`config.mk`:
```
export PLATFORM = sky130hd
export DESIGN_NAME = stopwatch_ctrl
export DESIGN_NICKNAME = d
export VERILOG_FILES = /design/src/rtl/stopwatch_ctrl.sv
export SDC_FILE = /design/constraint.sdc
export NUM_CORES = 1
export LEC_CHECK = 0
export ABC_AREA = 1
export CAP_MARGIN = 15
export CORE_MARGIN = 2
export CORE_UTILIZATION = 40
export CTS_CLUSTER_DIAMETER = 30
export DETAILED_ROUTE_END_ITERATION = 8
export GPL_TIMING_DRIVEN = 1
export PLACE_DENSITY = 0.69
export SYNTH_ARGS = -nofsm -noshare
export SYNTH_HDL_FRONTEND = slang
export SYNTH_SLANG_ARGS = --single-unit
```
`constraint.sdc`:
```
create_clock -name clk -period 3.8 [get_ports clk]
set_clock_uncertainty 0.05 [all_clocks]
set_input_delay 0.57 -clock clk [delete_from_list [all_inputs] [get_ports clk]]
set_output_delay 0.57 -clock clk [all_outputs]
set_load 0.01 [all_outputs]
```
`src/rtl/stopwatch_ctrl.sv`:
```
// Stopwatch control: button front end, run/lap/pause FSM and the two-digit BCD
// seconds counter with a lap latch feeding the display decoder.
module stopwatch_ctrl #(
  parameter int unsigned MAX_T = 5  // terminal tens digit; count wraps at MAX_T9
) (
  input  logic       clk,
  input  logic       rst,
  input  logic       btn_ss,
  input  logic       btn_lr,
  input  logic       tick,
  output logic [3:0] disp_u,
  output logic [3:0] disp_t,
  output logic       running,
  output logic       lap_hold,
  output logic       wrap
);

  typedef enum logic [1:0] {StIdle, StRun, StLap, StPause} state_e;

  state_e     state_q, state_d;
  logic [3:0] cnt_u_q, cnt_u_d, cnt_t_q, cnt_t_d;
  logic [3:0] lap_u_q, lap_u_d, lap_t_q, lap_t_d;
  logic       wrap_q, wrap_d;

  // Two-flop synchronizers plus one delay flop each for edge detection.
  logic [1:0] ss_sync_q, lr_sync_q;
  logic       ss_prev_q, lr_prev_q;
  logic       ss_p, lr_p;
  logic       counting, at_max;

  // Button synchronizers and edge-detect history.
  always_ff @(posedge clk or posedge rst) begin
    if (rst) begin
      ss_sync_q <= 2'b00;
      lr_sync_q <= 2'b00;
      ss_prev_q <= 1'b0;
      lr_prev_q <= 1'b0;
    end else begin
      ss_sync_q <= {ss_sync_q[0], btn_ss};
      lr_sync_q <= {lr_sync_q[0], btn_lr};
      ss_prev_q <= ss_sync_q[1];
      lr_prev_q <= lr_sync_q[1];
    end
  end

  // Next-state logic for FSM, counter, lap latch and wrap pulse.
  always_comb begin
    ss_p     = ss_sync_q[1] & ~ss_prev_q;
    lr_p     = lr_sync_q[1] & ~lr_prev_q;
    counting = (state_q == StRun) || (state_q == StLap);
    at_max   = (cnt_t_q == 4'(MAX_T)) && (cnt_u_q == 4'd9);

    state_d  = state_q;
    cnt_u_d  = cnt_u_q;
    cnt_t_d  = cnt_t_q;
    lap_u_d  = lap_u_q;
    lap_t_d  = lap_t_q;
    wrap_d   = 1'b0;

    // Increment is decided by the pre-edge state, independent of transitions.
    if (counting && tick) begin
      if (at_max) begin
        cnt_u_d = 4'd0;
        cnt_t_d = 4'd0;
        wrap_d  = 1'b1;
      end else if (cnt_u_q == 4'd9) begin
        cnt_u_d = 4'd0;
        cnt_t_d = cnt_t_q + 4'd1;
      end else begin
        cnt_u_d = cnt_u_q + 4'd1;
      end
    end

    // ss_p has priority over lr_p in every state.
    unique case (state_q)
      StIdle: begin
        if (ss_p) state_d = StRun;
      end
      StRun: begin
        if (ss_p) begin
          state_d = StPause;
        end else if (lr_p) begin
          state_d = StLap;
          lap_u_d = cnt_u_q;
          lap_t_d = cnt_t_q;
        end
      end
      StLap: begin
        if (ss_p)      state_d = StPause;
        else if (lr_p) state_d = StRun;
      end
      StPause: begin
        if (ss_p) begin
          state_d = StRun;
        end else if (lr_p) begin
          state_d = StIdle;
          cnt_u_d = 4'd0;
          cnt_t_d = 4'd0;
        end
      end
      default: state_d = StIdle;
    endcase
  end

  // Control state, count, lap latch and wrap registers.
  always_ff @(posedge clk or posedge rst) begin
    if (rst) begin
      state_q <= StIdle;
      cnt_u_q <= 4'd0;
      cnt_t_q <= 4'd0;
      lap_u_q <= 4'd0;
      lap_t_q <= 4'd0;
      wrap_q  <= 1'b0;
    end else begin
      state_q <= state_d;
      cnt_u_q <= cnt_u_d;
      cnt_t_q <= cnt_t_d;
      lap_u_q <= lap_u_d;
      lap_t_q <= lap_t_d;
      wrap_q  <= wrap_d;
    end
  end

  // Display mux and state decode, all from registers.
  always_comb begin
    lap_hold = (state_q == StLap);
    running  = (state_q == StRun) || (state_q == StLap);
    disp_u   = lap_hold ? lap_u_q : cnt_u_q;
    disp_t   = lap_hold ? lap_t_q : cnt_t_q;
    wrap     = wrap_q;
  end

endmodule
```
==> metrics.md, run 1 <==
| Metric | Value |
|---|---|
| GPL Wtd Cong | `0.770` |
| Critical-path maximum fanout | `19` |
| Slowest stage delay, CP | `between 0.5 and 0.6 ns` |
| Worst Tran Pin Value | `roughly 0.9 ns` |
| Cts bufs inserted | `3` |
| Via count | `963` |
| CTS tree | `done` |
| Synth top area share | `49.2%` |
| Synthesized flop and latch total | `25` |
| ANT cells | `0` |
| Hold_sp | `lr_sync_q[0]` |
| Synth warn | `0` |
| Worst r2r src | `state_q[0]` |
| Register area share after synthesis | `around half` |
| Synthesized area per cell | `8.47 µm²` |
| Cts repair resizes | `0` |
| Synth cell types | `20` |
| Max-cap check violation count | `0` |
| Remaining DRCs | `0` |
| Syn Inst Count | `150` |
| Post-CTS Hold Fix Bufs | `0` |
| Slew Limit Fails | `0` |
| Critical path type | `reg -> out` |
| Clock Sinks | `25` |
| Nets | `roughly 180` |
| Cells on worst reg2reg path | `9` |
| Crit. End Element | `output pin` |
| Setup bufs post-CTS | `0` |
| DR WL/cell | `10.6 µm` |
| Vias/cell | `between 4 and 5` |
| Final setup violation count | `0` |
| Final Hold Vio Count | `0` |
| Fillers | `about 300` |
| Worst Hold Path Cells | `0` |
| PwrDens | `roughly 650 mW/mm²` |
| CP Data Arrival Time | `between 2 and 2.5 ns` |
| Syn Nets | `between 150 and 200` |
| Cells along the critical path | `inv_1 -> ha_1 -> nand2_1 -> o21ai_0 -> clkdlybuf4s50_1` |
| Port Buffers | `15` |
| # rows | `20` |
| VDD IR max | `between 200 and 300 µV` |
| Synth area leader | `dfrtp_1` |
| Hold crit path type | `reg -> reg` |
| Root Driver | `clkbuf_4` |
| Starting density of the core | `a little over two fifths` |
| Largest net degree at the start of global routing | `26` |
| R2r setup slk | `~2.1 ns` |
| P_leak | `0.714 nW` |
| DRT iter0 DRCs | `27` |
| Area Overhead vs Synth | `17.0%` |
| Post-place setup slack | `roughly 1.4 ns` |
| Share of cells above drive strength 1 | `a little over 7%` |
| First-pass GRT wire length | `around 4000 µm` |
| CP bufs+invs | `2` |
| Clock Latency Late Sink | `about 0.32 ns` |
| Post-Route Setup TNS | `0 ns` |
| Tmin final | `2.77 ns` |
| Synth top area cells | `dfrtp_1 (49%), nand2_1 (12%), ha_1 (8.9%), inv_1 (5.3%), o21ai_0 (3.9%)` |
| Routed WL | `2230 µm` |
| CP max stage cell | `clkdlybuf4s50_1` |
| Reg-to-reg endpoint | `state_q[0]` |
| RSZ-0062 raised after global routing | `false` |
| ANT nets after route | `0` |
| Max_slew headroom | `between 30% and 40%` |
| Core ar. | `between 0.003 and 0.004 mm²` |
| Final setup margin | `~1.0 ns` |
| Clk buf depth | `2` |
| Worst path required time | `3.18 ns` |
| Run status | `complete, no violations` |
| Fmax | `360 MHz` |
| Vias in the first global route | `940` |
| IO Pins | `16` |
| Die area | `0.00365 mm²` |
| Post-synthesis cell area | `about 0.0013 mm²` |
| CP startpoint kind | `register` |
| Reg clk slew, reported paths | `0.13 ns` |
| Die H | `60.4 µm` |
| Family with the most delay on the worst path | `buffers and inverters` |
| Die width | `~60 µm` |
| Fin crit share | `73.0%` |
| Hold Path End | `lr_sync_q[1]` |
| HPWL Detailed | `1710 µm` |
| H-tree depth | `1` |
| Initial antenna violation count | `0` |
| Grt ovf | `0` |
| Global-route usage over all layers | `15.2%` |
| Pre-antenna DRT Iters | `4` |
cell usage after synthesis, drive strengths merged:
master  number
dfrtp       25
ha           9
nand3       10
xor2         1
inv         19
buf          3
a31oi        1
o21ai       20
nor2        14
nand4        1
nand2       45
o21bai       1
a21oi        1
how the worst max path moves through the flow:
| stage | slack (ns) | from | to | cells past startpoint |
|---|---|---|---|---|
| 2_1_floorplan | 1.84 | state_q[0] | disp_t[1] | 5 |
| 3_3_place_gp | 1.41 | state_q[0] | disp_t[0] | 5 |
| 3_5_place_dp | 1.38 | state_q[0] | disp_t[3] | 5 |
| 4_1_cts | 0.99 | state_q[0] | disp_t[3] | 5 |
| 5_1_grt | 0.76 | state_q[0] | disp_t[1] | 5 |
| 6_report | 1.03 | state_q[0] | disp_t[3] | 5 |
flip-flops by register name, summed over array words and instances, names as in the netlist:
register   flops
lr_sync_q      2
lr_prev_q      1
lap_t_q        4
state_q        2
cnt_t_q        4
wrap           1
cnt_u_q        4
ss_sync_q      2
ss_prev_q      1
lap_u_q        4
worst register-to-register path, stage by stage, from the launching register on:
cell and delay (ns):
dfrtp_1 0.45, inv_1 0.13, ha_1 0.49, nor2_1 0.10
nand2_1 0.07, nand2_1 0.07, nand2_1 0.06, nand2_1 0.06
nand2_1 0.06, nand2_1 0.05
power breakdown:
group          internal, mW  switching [mW]  total, mW
Clock                0.0411          0.0770      0.118
Combinational         0.199           0.249      0.448
Sequential            0.335          0.0690      0.404
Total                 0.575           0.395      0.970
per-layer routing:
metal / wire, µm / track usage, % / vias up
met2: 1050 / 23.6 / 19
met4: 68 / 8.25 / 0
li1: - / - / 503
met1: 1020 / 20.2 / 432
met3: 84 / 2.77 / 9
met5: 0 / 0 / -
cells by family after synthesis:
logic type,after synthesis,share of synthesized area [%]
DFF,25,49.2
and+or+nand+nor,70,24.2
buffers and inverters,22,6.79
AOI/OAI and AO/OA,23,10.2
xor gates and xnor gates,1,0.689
adders and majority gates,9,8.86
layout make-up:
type | count | area, µm² | area share [%]
repair buffers | 15 | 150 | 10.1
multi-input cells | 103 | 559 | 37.6
clock buffers | 4 | 26.3 | 1.77
inverters | 19 | 71.3 | 4.79
flip-flops and latches | 25 | 626 | 42.1
well taps | 44 | 55.1 | 3.70
per-stage QoR:
stage                     instances  total power [mW]  cell area, µm²  util (%)  hold slack (ns)
after floorplan                 150             0.691            1270         -            0.281
after global placement          206             0.836            1460      48.3            0.282
after detailed placement        206             0.860            1460      48.3            0.285
after CTS                       210             0.985            1490      49.1            0.316
after global routing            210              1.06            1490      49.1            0.325
final                           210             0.970            1490      49.1            0.313
cells in the final DEF, fill, tap and decap left out:
| cell type | synthesis | final |
|---|---|---|
| a21oi_1 | 1 | 1 |
| a31oi_1 | 1 | 1 |
| clkbuf_1 | 0 | 1 |
| clkbuf_4 | 0 | 3 |
| clkdlybuf4s50_1 | 0 | 15 |
| dfrtp_1 | 25 | 25 |
| ha_1 | 9 | 9 |
| inv_1 | 18 | 18 |
| inv_2 | 1 | 1 |
| nand2_1 | 42 | 42 |
| nand2_2 | 3 | 3 |
| nand3_1 | 9 | 9 |
| nand3_2 | 1 | 1 |
| nand4_1 | 1 | 1 |
| nor2_1 | 11 | 11 |
| nor2_2 | 1 | 1 |
| nor2_4 | 2 | 2 |
| o21ai_0 | 10 | 10 |
| o21ai_1 | 9 | 9 |
| o21ai_4 | 1 | 1 |
| o21bai_1 | 1 | 1 |
| xor2_1 | 1 | 1 |
(Power assumes the default switching activity.)
==> run 2, diff against run 1 <==
--- a/config.mk
+++ b/config.mk
@@ -12,7 +12,7 @@
 export CTS_CLUSTER_DIAMETER = 30
 export DETAILED_ROUTE_END_ITERATION = 8
 export GPL_TIMING_DRIVEN = 1
-export PLACE_DENSITY = 0.69
+export PLACE_DENSITY = 0.71
 export SYNTH_ARGS = -nofsm -noshare
 export SYNTH_HDL_FRONTEND = slang
 export SYNTH_SLANG_ARGS = --single-unit
==> constraint.sdc (replaced) <==
create_clock -name clk -period 2.2 [get_ports clk]
set_clock_uncertainty 0.05 [all_clocks]
set_input_delay 0.33 -clock clk [delete_from_list [all_inputs] [get_ports clk]]
set_output_delay 0.33 -clock clk [all_outputs]
set_load 0.01 [all_outputs]
==> metrics.md, run 2 (synthesized netlist as in run 1, its figures left out) <==
| Metric | Value |
|---|---|
| DR WL/cell | `10.7 µm (+0.76%)` |
| Critical Path End | `lap_hold` |
| Post-place setup slack | `0.166 ns (-1.21 ns)` |
| CP max stage cell | `clkdlybuf4s50_1` |
| HPWL Detailed | `1710 µm (about the same)` |
| Max-cap check violation count | `0 (unchanged)` |
| Worst Tran Pin Value | `0.315 ns (-0.607 ns)` |
| Max_slew headroom | `79.0% (+41 points)` |
| Most frequent cells in the layout | `nand2_1 (42), dfrtp_1 (25), inv_1 (17), nor2_1 (11), o21ai_0 (10)` |
| Remaining DRCs | `0 (unchanged)` |
| Die H | `60.4 µm (unchanged)` |
| Final setup violation count | `0 (unchanged)` |
| Worst r2r src | `state_q[1]` |
| Root Driver | `clkbuf_4` |
| Via count | `1,011 (+5.0%)` |
| # rows | `20 (unchanged)` |
| Vias in the first global route | `922 (-1.9%)` |
| Critical-path maximum fanout | `4 (-15)` |
| RSZ-0062 raised after global routing | `false` |
| IO Pins | `16 (unchanged)` |
| H-tree depth | `1 (unchanged)` |
| Initial antenna violation count | `0 (unchanged)` |
| Port Buffers | `15 (unchanged)` |
| Fmax | `~480 MHz` |
| Post-Route Setup TNS | `0 ns (unchanged)` |
| Core ar. | `0.00303 mm² (unchanged)` |
| Slew Limit Fails | `0 (unchanged)` |
| CP Data Arrival Time | `1.72 ns (-0.43 ns)` |
| Reg clk slew, reported paths | `0.12 ns (about the same)` |
| Clock Sinks | `25 (unchanged)` |
| WP depth | `5 (unchanged)` |
| Global-route usage over all layers | `14.8% (-0.45 points)` |
| CP bufs+invs | `4 (+2)` |
| VDD IR max | `410 µV (+57%)` |
| ANT nets after route | `0 (unchanged)` |
| Starting density of the core | `42.0% (unchanged)` |
| Post-CTS Hold Fix Bufs | `0 (unchanged)` |
| First-pass GRT wire length | `3950 µm (-2.2%)` |
| Fin crit share | `a little over nine tenths` |
| ANT cells | `0 (unchanged)` |
| Slowest stage delay, CP | `0.52 ns (-0.04 ns)` |
| Area Overhead vs Synth | `21.1%` |
| Cts bufs inserted | `3 (unchanged)` |
| Die area | `0.00365 mm² (unchanged)` |
| Cells on worst reg2reg path | `7 (-2)` |
| Fillers | `294 (-1.7%)` |
| Final Hold Vio Count | `0 (unchanged)` |
| Worst path required time | `1.82 ns (-1.36 ns)` |
| Die width | `60.4 µm (unchanged)` |
| P_leak | `0.775 nW (+8.5%)` |
| Grt ovf | `0 (unchanged)` |
| Largest net degree at the start of global routing | `26 (unchanged)` |
| Share of cells above drive strength 1 | `11.0% (+3.8 points)` |
| Routed WL | `2310 µm (+3.6%)` |
| Final design utilization | `50.8% (+1.7 points)` |
| CP startpoint | `state_q[0]` |
| Most common cell after layout, fill and taps aside | `nand2_1` |
| Power, Total | `1.72 mW (+78%)` |
| Vias/cell | `4.68 (+2.1%)` |
| Critical path type | `reg -> out` |
| Tmin final | `roughly 2.1 ns` |
| Crit. End Element | `output pin` |
| GPL Wtd Cong | `0.784 (+1.8%)` |
| Hold crit path type | `in -> async` |
| Run status | `complete, no violations` |
| Clk buf depth | `2 (unchanged)` |
| R2r setup slk | `0.55 ns (-1.57 ns)` |
| CP startpoint kind | `register` |
| Family with the most delay on the worst path | `buffers and inverters` |
| Pre-antenna DRT Iters | `4 (unchanged)` |
| Cells along the critical path | `inv_2 -> ha_1 -> buf_6 -> buf_4 -> clkdlybuf4s50_1` |
| CTS tree | `done` |
| Nets | `187 (+3.3%)` |
| Final setup margin | `0.0970 ns (-0.928 ns)` |
| DRT iter0 DRCs | `35 (+30%)` |
| Reg-to-reg endpoint | `cnt_t_q[1]` |
| PwrDens | `1120 mW/mm² (+72%)` |
| Clock Latency Late Sink | `0.32 ns (about the same)` |
[run 2: cell types whose count changed in the layout (fill, tap and decap cells not counted), sizes merged]
cell           previous run  this run
buf                       0         6
clkdlybuf4s50            15         7
dlygate4sd2               0         8
[run 2: repair_timing]
action	CTS	global route
gates resized for setup	10	0
endpoints found under the setup margin	9	1
buffers inserted	1	2
cloned	0	0
[run 2: per-layer routing]
layer | part of all wire [%] | global-route usage [%] | up-vias | wire, µm
met1 | 46 | 18.4 | 464 | 1070
met5 | 0 | 0 | - | 0
met4 | 2.1 | 9.21 | 0 | 48
met2 | 48 | 23.9 | 26 | 1100
met3 | 4.0 | 2.56 | 6 | 92
li1 | - | - | 515 | -
[run 2: worst min-delay path by stage]
| stage | end | slack, ns | depth (start not counted) |
|---|---|---|---|
| 2_1_floorplan | lr_sync_q[1] | 0.28 | 0 |
| 3_3_place_gp | ss_sync_q[1] | 0.28 | 0 |
| 3_5_place_dp | ss_sync_q[1] | 0.29 | 0 |
| 4_1_cts | cnt_u_q[2] | 0.30 | 3 |
| 5_1_grt | ss_sync_q[1] | 0.32 | 3 |
| 6_report | ss_prev_q | 0.30 | 3 |
[run 2: layout make-up]
cell class              instances  area (µm²)  area share [%]
repair buffers                 21         201            13.1
clock buffers                   4        26.3            1.71
flip-flops and latches         25         626            40.7
well taps                      44        55.1            3.58
inverters                      19        71.3            4.63
multi-input cells             103         559            36.3
[run 2: worst reg2reg max path: cells and delay by family, from the launching register on]
| family | cells | cell delay, ns |
|---|---|---|
| buffers and inverters | 2 | 0.27 |
| AND/OR/NAND/NOR | 3 | 0.31 |
| AO/OA/AOI/OAI | 1 | 0.18 |
| adder cells (fa/ha/maj) | 1 | 0.30 |
| flip-flops | 1 | 0.44 |
[run 2: through the flow]
step	hold WS, ns	std cells	instance area [µm²]
2_1_floorplan	0.281	150	1270
3_3_place_gp	0.282	209	1480
3_5_place_dp	0.290	209	1480
4_1_cts	0.302	214	1510
5_1_grt	0.323	216	1540
6_report	0.297	216	1540
[run 2: where the power goes]
part,switching [mW],total [mW],internal (mW)
combinational,0.458,0.831,0.372
clock,0.131,0.202,0.0710
sequential,0.113,0.692,0.579
